[src/rtl/trolley_motor_pwm.sv]
// trolley_motor_pwm: Avalon-MM multi-channel H-bridge PWM driver with slew-limited ramps and latched e-stop
module trolley_motor_pwm #(
  parameter int CHANNELS  = 2,
  parameter int PWM_W     = 8,
  parameter int PRESCALE  = 50,
  parameter int RAMP_STEP = 16
) (
  input  logic                    clk,
  input  logic                    reset_n,
  input  logic [3:0]              avs_address,
  input  logic                    avs_write,
  input  logic                    avs_read,
  input  logic [31:0]             avs_writedata,
  output logic [31:0]             avs_readdata,
  input  logic                    stop_in,
  output logic [3*CHANNELS-1:0]   motor_out
);
  localparam int PS_W = PRESCALE > 1 ? $clog2(PRESCALE) : 1;
  localparam logic [PWM_W-1:0] CNT_TOP = PWM_W'((1 << PWM_W) - 2);
  localparam logic [PWM_W:0] STEP = (PWM_W + 1)'(RAMP_STEP);
  logic [PS_W-1:0] pre;
  logic [PWM_W-1:0] pwm_cnt;
  logic tick, period_end, s1, stop_sync, estop, clr_wr, unused_wd;
  logic [CHANNELS-1:0][PWM_W-1:0] tgt, cur;
  logic [CHANNELS-1:0] dir, brk, adir;
  logic [3*CHANNELS-1:0] motor_nxt;
  logic [31:0] rd_val;

  // One slew step; when reversing, the step heads toward zero regardless of target
  function automatic logic [PWM_W-1:0] ramp(input logic [PWM_W-1:0] t, input logic [PWM_W-1:0] c, input logic rev);
    logic [PWM_W:0] d, s;
    d = rev ? {1'b0, c} : t > c ? {1'b0, t} - {1'b0, c} : {1'b0, c} - {1'b0, t};
    s = d > STEP ? STEP : d;
    return (t > c && !rev) ? PWM_W'({1'b0, c} + s) : PWM_W'({1'b0, c} - s);
  endfunction

  assign tick       = pre == PS_W'(PRESCALE - 1);
  assign period_end = tick && pwm_cnt == CNT_TOP;
  assign clr_wr     = avs_write && avs_address == 4'hf && avs_writedata[0];
  assign unused_wd  = ^avs_writedata;

  always_ff @(posedge clk or negedge reset_n) begin
    if (!reset_n) begin
      pre       <= '0;
      pwm_cnt   <= '0;
      s1        <= 1'b0;
      stop_sync <= 1'b0;
      estop     <= 1'b0;
    end else begin
      pre       <= tick ? '0 : pre + 1'b1;
      pwm_cnt   <= tick ? (period_end ? '0 : pwm_cnt + 1'b1) : pwm_cnt;
      s1        <= stop_in;
      stop_sync <= s1;
      estop     <= stop_sync | (estop & ~clr_wr);
    end
  end

  always_ff @(posedge clk or negedge reset_n) begin
    if (!reset_n) begin
      tgt  <= '0;
      cur  <= '0;
      dir  <= '0;
      brk  <= '0;
      adir <= '0;
    end else begin
      for (int c = 0; c < CHANNELS; c++) begin
        if (stop_sync) begin
          tgt[c] <= '0;
          brk[c] <= 1'b0;
        end else if (avs_write && avs_address == 4'(c) && !estop) begin
          tgt[c] <= avs_writedata[PWM_W-1:0];
          dir[c] <= avs_writedata[16];
          brk[c] <= avs_writedata[17];
        end
        if (brk[c] || estop) cur[c] <= '0;
        else if (period_end && dir[c] != adir[c] && cur[c] == '0) adir[c] <= dir[c];
        else if (period_end) cur[c] <= ramp(tgt[c], cur[c], dir[c] != adir[c]);
      end
    end
  end

  always_comb begin
    motor_nxt = '0;
    rd_val    = '0;
    for (int c = 0; c < CHANNELS; c++) begin
      motor_nxt[3*c +: 3] = (brk[c] || estop) ? 3'b110 :
                            cur[c] != '0 ? {adir[c], ~adir[c], pwm_cnt < cur[c]} : 3'b000;
      if (avs_address == 4'(c)) begin
        rd_val[PWM_W-1:0]  = tgt[c];
        rd_val[18:16]      = {adir[c], brk[c], dir[c]};
        rd_val[24 +: PWM_W] = cur[c];
      end
    end
    if (avs_address == 4'hf) rd_val[2:0] = {cur == '0, stop_sync, estop};
  end

  always_ff @(posedge clk or negedge reset_n) begin
    if (!reset_n) begin
      motor_out    <= '0;
      avs_readdata <= '0;
    end else begin
      motor_out    <= motor_nxt;
      avs_readdata <= avs_read ? rd_val : '0;
    end
  end
endmodule
[config.mk]
export PLATFORM = sky130hd
export DESIGN_NAME = trolley_motor_pwm
export DESIGN_NICKNAME = d
export VERILOG_FILES = /design/src/rtl/trolley_motor_pwm.sv
export SDC_FILE = /design/constraint.sdc
export NUM_CORES = 1
export LEC_CHECK = 0
export ABC_AREA = 1
export CELL_PAD_IN_SITES_DETAIL_PLACEMENT = 1
export CELL_PAD_IN_SITES_GLOBAL_PLACEMENT = 1
export CORE_MARGIN = 4
export CORE_UTILIZATION = 45
export DETAILED_ROUTE_END_ITERATION = 7
export HOLD_SLACK_MARGIN = 0.02
export PLACE_DENSITY = 0.91
export SLEW_MARGIN = 15
export SYNTH_ARGS = -nofsm -noshare
export SYNTH_HDL_FRONTEND = slang
export SYNTH_SLANG_ARGS = --single-unit
[constraint.sdc]
create_clock -name clk -period 6.9 [get_ports clk]
set_input_delay 1.035 -clock clk [delete_from_list [all_inputs] [get_ports clk]]
set_output_delay 1.035 -clock clk [all_outputs]
set_load 0.02 [all_outputs]
==> metrics, run 1 <==
run status=complete, no violations; Critical Path Most Common Cell=nand2_1; crit-path leading delay family=simple AND/OR/NAND/NOR gates; cell with the most instances after synthesis=nand2_1; number of global-route vias before repair=6,454; Worst Tran Pin Value=546 ps; GPL Wtd Cong=0.927; CP max stage cell=dfrtp_1; Critical Path AT=5670 ps; CP Data Required Time=7140 ps; largest net degree at the start of global routing=81; Core Rows=44; initial antenna violation count=0; clock latency on the worst-skew pair=350 ps; Bufs and invs on worst path=4; post-synthesis sequential area ratio=30.3%; IO buf count=43; mapped cell area=0.00661 sq mm; grt total ovfl=0; first-pass GRT wire length=33,400 um; DR vias/cell=5.51; area share of the largest cell type after synthesis=30.3%; DIE WIDTH=129 um; number of fillers in the final layout=1,882; area of the multi-input gates=0.00393 sq mm; Synth area leaders=dfrtp_1 30%, nand2_1 13%, ha_1 12%; Crit. End Element=register; NumNets Final=1,069; Starting Density=45.7%; Root Buffer Master=clkbuf_16; post-CTS setup buffers=0; main flop type after synthesis=dfrtp_1; die area=0.0167 sq mm; CTS tree=yes; Final Slew Violations=0; PD cells=140 mW/mm^2; Setup Viol. Count Final=0; Vias=6,307; final WL=20,700 um; Max Cap Viol=0; Critical Setup Path Class=reg -> reg; asr flop ratio synth=100%; Yosys cell types=45; post-route setup TNS=0 ps; Pre-Repair DR Iteration Count=4; unrepaired setup endpoints after global routing=no; YS warnings=0; Largest stage delay, worst path=510 ps; hold path depth=0; skew final=7.46 ps; clk buf depth=2; Reg clk slew, reported paths=60 ps; Post-DP HPWL=16,200 um; DRC=0; post-synth top area cell=dfrtp_1; die height=129 um; io pins=79; cell area after layout=0.00745 sq mm; area grow syn2layout=12.7%; leakage power figure=3.76 nW; Core Area=0.0145 sq mm; worst-path maximum fanout=11; fin crit share=78.7%; top cells by count, synth=229 x nand2_1, 141 x inv_1, 80 x dfrtp_1; Hold Buf Count CTS=0; relative slew slack=63.3%; kind of start point of the critical path=register; register area=0.00200 sq mm; # clock sinks=80; worst reg-to-reg path cell count=35; hold_ws=388 ps; Gate Count Post-Synth=914; H-tree Lvls=3; max frequency=184 MHz; post-route ant nets=0; flops & latches, synth=80; critical path depth=35; Tot GR Track Use=25.5%; fraction of layout cells with a size suffix above 1=5.52%; post-cts resize count=0; Area after DPL=0.00715 sq mm; Hold WC Path Type=reg -> reg; DRT iter0 DRCs=337; Final Critical Period=5430 ps; number of flops mapped to enable cells by yosys=0; diodes inserted=0; post-synthesis average cell area=7.23 sq um; drt wl/cell=18.1 um; maximum vdd drop=128 uV; CTS buffer count=9; Fin. Hold Viols=0
-- sequential cells by signal, summed over array words and instances (netlist names) --
signal and flops:
stop_sync 1, pre 6, avs_readdata 19, motor_out 6, tgt 16, adir 2
brk 2, pwm_cnt 8, dir 2, cur 16, estop 1, s1 1
-- metal layers --
layer / routed length (um) / track usage, % / vias to the layer above / share of wire (%)
met2: 10000 / 42.5 / 135 / 48
met3: 737 / 3.54 / 49 / 3.6
li1: - / - / 3032 / -
met5: 0 / 0 / - / 0
met1: 9210 / 33.7 / 3091 / 45
met4: 718 / 10.0 / 0 / 3.5
-- through the flow --
| step | util [%] | total power, mW | std cells | setup slack (ps) |
|---|---|---|---|---|
| floorplan | - | 0.559 | 926 | 2520 |
| global placement | 49.4 | 0.591 | 1128 | 1760 |
| detailed placement | 49.4 | 0.594 | 1128 | 1550 |
| CTS | 51.3 | 1.05 | 1144 | 1490 |
| global route | 51.5 | 1.08 | 1145 | 760 |
| finish | 51.5 | 1.04 | 1145 | 1470 |
-- cell usage in the layout (no fill, tap or decap), types with 4 or more instances in the layout --
cell             count
nand3_1             60
nor4_1               4
conb_1              13
nor2_1              58
inv_1              141
a21oi_1             56
o21ai_1              5
o21ai_2              6
clkbuf_16            9
dfrtp_1             80
o21bai_1             4
o211ai_1             8
a21o_1               4
nor2_4               4
clkinvlp_4           4
clkdlybuf4s50_1     42
ha_1                66
o22ai_1             29
fa_1                 6
xor2_1              25
o21ai_0             28
nand2_1            229
nand2_2             11
nand4_1             17
nor3_1               8
xnor2_1              7
-- worst paths after layout --
| kind | endpoint | startpoint | slack [ps] |
|---|---|---|---|
| max in group asynchronous | cur[7] | reset_n | 5720 |
| worst min-delay path | stop_sync | s1 | 390 |
| worst min register to register | stop_sync | s1 | 390 |
| min in group asynchronous | pre[2] | reset_n | 570 |
| worst max-delay path | cur[15] | cur[9] | 1470 |
| worst max register to register | cur[15] | cur[9] | 1470 |
-- kinds of logic (layout without fill, tap and decap cells) --
family                     Yosys count  after routing  share of synthesized area [%]
and+or+nand+nor                    406            406                           26.8
buffers and inverters              174            209                           11.1
AOI/OAI and AO/OA                  149            149                           13.2
DFF                                 80             80                           30.3
adders and majority gates           72             72                           14.3
xor gates and xnor gates            32             32                           4.24
other                                1             13                         0.0567
-- power by group --
part,internal (mW),total (mW),switching [mW]
clock,0.245,0.455,0.210
sequential,0.471,0.473,0.00196
combinational,0.0391,0.115,0.0762
total,0.755,1.04,0.288
-- area by class of cell --
type	instances	share of cell area, %
Multi-Input combinational cell	672	52.7
Inverter	147	7.40
Sequential cell	80	26.9
Timing Repair Buffer	46	6.31
Tap cell	184	3.09
Clock buffer	10	3.07
Clock inverter	6	0.588
No activity file was read; power rests on OpenSTA's default activity.
==> run 2: changes to the inputs <==
--- a/config.mk
+++ b/config.mk
@@ -9,10 +9,10 @@
 export CELL_PAD_IN_SITES_DETAIL_PLACEMENT = 1
 export CELL_PAD_IN_SITES_GLOBAL_PLACEMENT = 1
 export CORE_MARGIN = 4
-export CORE_UTILIZATION = 45
+export CORE_UTILIZATION = 42
 export DETAILED_ROUTE_END_ITERATION = 7
 export HOLD_SLACK_MARGIN = 0.02
-export PLACE_DENSITY = 0.91
+export PLACE_DENSITY = 0.86
 export SLEW_MARGIN = 15
 export SYNTH_ARGS = -nofsm -noshare
 export SYNTH_HDL_FRONTEND = slang
==> constraint.sdc (replaced) <==
create_clock -name clk -period 5.44 [get_ports clk]
set_input_delay 0.816 -clock clk [delete_from_list [all_inputs] [get_ports clk]]
set_output_delay 0.816 -clock clk [all_outputs]
set_load 0.02 [all_outputs]
==> run 2 against run 1 <==
  * Fmax grew 7.2%
  * Sequential cell count is the same
  * Clock power grew 50%
  * Register-to-register slack lost 1100 ps
  * Largest cell class unchanged
==> metrics, run 2 (synthesized netlist as in run 1, its figures left out) <==
run status=complete, no violations; Critical Path Most Common Cell=nand2_1; RR Startpoint=cur[7]; drt wl/cell=17.9 um; skew final=6.73 ps; hold_ws=350 ps; kind of start point of the critical path=register; r2r setup slk=380 ps; Pre-Repair DR Iteration Count=4; cell area after layout=0.00772 sq mm; DR vias/cell=5.36; Critical Setup Path Class=reg -> reg; most frequent cells in the layout=229 x nand2_1, 139 x inv_1, 75 x dfrtp_1; final WL=21,200 um; worst-path maximum fanout=9; GPL Wtd Cong=0.898; fraction of layout cells with a size suffix above 1=8.82%; Setup Viol. Count Final=0; crit path to=cur[7]; first-pass GRT wire length=33,500 um; clk buf depth=2; Final Slew Violations=0; H-tree Lvls=3; Final Critical Period=5060 ps; Hold WC Path Type=reg -> reg; fin crit share=93.1%; number of global-route vias before repair=6,415; worst slack, placed=231 ps; Largest stage delay, worst path=650 ps; critical path startpoint=cur[7]; Worst Tran Pin Value=1050 ps; CP Data Required Time=5670 ps; io pins=79; Root Buffer Master=clkbuf_16; Largest regs=avs_readdata x19, cur x16, tgt x16; HP Start=s1; leakage power figure=3.85 nW; post-route setup TNS=0 ps; worst reg2reg endpoint=cur[7]; grt total ovfl=0; setup ws final=376 ps; # clock sinks=80; Fin. Hold Viols=0; Crit. End Element=register; worst reg-to-reg path cell count=30; Starting Density=43.2%; largest net degree at the start of global routing=81; PD cells=185 mW/mm^2; max frequency=197 MHz; CTS buffer count=9; DRC=0; Core Rows=45; clock latency on the worst-skew pair=350 ps; Core Area=0.0153 sq mm; Tot GR Track Use=23.6%; max reg flops=19; area grow syn2layout=16.8%; CTS tree=yes; critical path depth=30; CP max stage cell=dfrtp_1; relative slew slack=30.1%; die height=133 um; NumNets Final=1,083; Bufs and invs on worst path=5; DRT iter0 DRCs=347; Total Power=1.43 mW; DIE WIDTH=133 um; Reg clk slew, reported paths=60 ps; most flop-heavy register=avs_readdata; crit-path leading delay family=simple AND/OR/NAND/NOR gates; Area after DPL=0.00728 sq mm; Critical Path AT=5300 ps; maximum vdd drop=161 uV; die area=0.0178 sq mm; diodes inserted=0; Max Cap Viol=0; most common cell after layout, fill and taps aside=nand2_1; IO buf count=43; Vias=6,352; initial antenna violation count=0; Post-DP HPWL=16,500 um; post-route ant nets=0
## run 2: worst register-to-register path: cells and delay by family, from the launching register on
family | cells | cell delay [ps]
flops | 1 | 650
fa+ha+maj | 3 | 780
simple gates | 13 | 1480
buf+inv | 5 | 600
xor+xnor | 2 | 340
compound gates | 7 | 1100
## run 2: worst min-delay path by stage
stage          slack, ps         to  cells after the start
5_1_grt              360  stop_sync                      0
3_3_place_gp         330  stop_sync                      0
6_report             350  stop_sync                      0
4_1_cts              350  stop_sync                      0
3_5_place_dp         340  stop_sync                      0
2_1_floorplan        330  stop_sync                      0
## run 2: through the flow
stage | std cells | util [%]
floorplan | 926 | -
global placement | 1168 | 47.6
detailed placement | 1168 | 47.6
CTS | 1184 | 49.7
global route | 1186 | 50.4
finish | 1186 | 50.4
## run 2: routing by layer
| layer | share of wire, % | global-route usage [%] | up-vias |
|---|---|---|---|
| li1 | - | - | 3065 |
| met1 | 45 | 31.9 | 3115 |
| met2 | 49 | 39.2 | 141 |
| met3 | 4.2 | 3.74 | 31 |
| met4 | 2.1 | 6.86 | 0 |
| met5 | 0 | 0 | - |
## run 2: area by class of cell
cell class              instances  area (sq um)
inverters                     147           552
clock inverters                 7           103
well taps                     211           264
multi-input cells             672          4020
fillers                      1953          7590
flip-flops and latches         80          2010
repair buffers                 60           556
clock buffers                   9           225
## run 2: timing repair
action / 4_1_cts / 5_1_grt
hold buffers: 0 / 0
gates resized for setup: 0 / 25
setup buffers: 0 / 2
setup endpoints to repair: 0 / 2
## run 2: power breakdown
| group | total (mW) | switching [mW] | internal (mW) |
|---|---|---|---|
| logic | 0.148 | 0.0986 | 0.0494 |
| registers | 0.600 | 0.00261 | 0.597 |
| clock network | 0.683 | 0.274 | 0.409 |
==> edit (settings of run 2) <==
Change the parameter `RAMP_STEP` from 16 to 15.
--- a/src/rtl/trolley_motor_pwm.sv
+++ b/src/rtl/trolley_motor_pwm.sv
@@ -4,5 +4,5 @@
   parameter int PWM_W     = 8,
   parameter int PRESCALE  = 50,
-  parameter int RAMP_STEP = 16
+  parameter int RAMP_STEP = 15
 ) (
   input  logic                    clk,
Check against the original RTL: no difference found for any inputs over 10 cycles, from zero or initial values and one cycle with reset_n low; that may be too few to reach the edited logic, so the function may still have changed.
==> edit against run 2 <==
First-iteration DRC count fell by 6.1%. Count of clock-buffer cells in the layout rose by 1. Non-clock buffer count fell by 13. Final area fell by 5.4%. Routed wire length fell by 7.7%. Critical path depth rose by 3. Core utilization fell by 2.2 points. Sequential cell count did not move. Worst setup slack improved by 300 ps. Area after synthesis fell by 1.9%.
Power is not compared: it rests on default switching activity, and its combinational part moved more than twofold at a synthesized area within 25%.
==> edit: results (changes against run 2) <==
metric,value,unit,change
status,completed,,unchanged
crit_path_start,cur[9],,was cur[7]
r2r-end,cur[15],,was cur[7]
drtIter0Drc,326,,was 347
grt_pass1_wl,32200,um,was 33540 um
p_leak,0.003769,uW,
synth-seq-cells,80,,unchanged
vias_per_cell,5.333,,was 5.356
yosysSeqAreaShare,30.87,%,was 30.28%
yosysWarningCount,0,,unchanged
place_inst,1097,,was 1168
top_layer,met4,,unchanged
cts_buffer_depth,2,,unchanged
areaGrowthSynthToFinish,12.71,%,was 16.82%
n_all_inverters,157,,was 147
dp_slack,763.1,ps,was 231.1 ps
wl_per_cell,17.60,um,was 17.88 um
multi_input_cells,625,,was 672
avgSynthCellArea,7.378,um2,was 7.233 um2
multi_input_area,3760,um2,was 4016 um2
hold_path_depth,0,,unchanged
largestRegisters,"avs_readdata x19, cur x16, tgt x16",,unchanged
max_stage_delay,520,ps,was 650 ps
drive_gt1_share,7.468,%,was 8.821%
dpl.hpwl,15530,um,was 16470 um
period_needed,4767,ps,was 5064 ps
fin_skew,10.34,ps,was 6.727 ps
cts_setup_buffers,0,,unchanged
wl_met3,607,um,was 896 um
fillers,1934,,was 1953
place_area,7047,um2,was 7284 um2
nNonClkBuffers,47,,was 60
routed_wl,19570,um,was 21200 um
grt_usage,22.69,%,was 23.61%
cp-endpoint,cur[15],,was cur[7]
worstPathArrival,5000,ps,was 5300 ps
register_area,2002,um2,was 2008 um2
wl_met2,9726,um,was 10290 um
yosys-top-cells-area,"dfrtp_1 31%, nand2_1 13%, ha_1 13%",,"was dfrtp_1 30%, nand2_1 13%, ha_1 12%"
cp_max_fo,11,,was 9
rr_worst_depth,33,,was 30
timing.hold.ws,350.1,ps,was 350.3 ps
min_path_type,flip-flop to flip-flop,,unchanged
synth_cell_types,53,,was 45
nets,1033,,was 1083
buf_share,6.265,%,was 7.193%
nClkBuffers,10,,was 9
max-vdd-ir-drop,0.0001634,V,
clk_share,3.595,%,was 4.244%
wirelength_met1,8694,um,was 9570 um
htreeDepth,3,,unchanged
synth_common_cells,"232 x nand2_1, 143 x inv_1, 80 x dfrtp_1",,"was 229 x nand2_1, 141 x inv_1, 80 x dfrtp_1"
grt_pass1_vias,6294,,was 6415
worstMarginPinSlew,1036,ps,was 1049 ps
gp_congestion,0.8985,,was 0.8979
synth_async_sr_flop_share,100.0,%,unchanged
edit: cell count changes in the layout (fill, tap and decap cells not counted), moves of 6 or more:
cell / change
nor2_1: -25
inv_2: +6
ha_1: +8
buf_4: -13
o22ai_1: -8
nand3_1: -14
o21ai_1: +11
edit: where the power goes:
group	switching, uW	total (uW)	internal, uW	leakage [uW]
clock network	253	560	307	0.000125
registers	7.51	607	599	0.00107
logic	498	785	287	0.00257
total	758	1950	1190	0.00377
edit: kinds of logic after synthesis:
family / share of synthesized area [%]
mux: 0.3087
simple gates: 25.24
flops: 30.87
compound gates: 13.66
other cells: 0.05783
buf+inv: 11.92
fa+ha+maj: 14.59
xor+xnor: 3.357
edit: per-layer routing:
layer | global-route usage (%) | vias to the layer above
met5 | 0 | -
met4 | 8.718 | 0
met3 | 2.366 | 37
met2 | 39.88 | 112
met1 | 28.75 | 2895
li1 | - | 2886
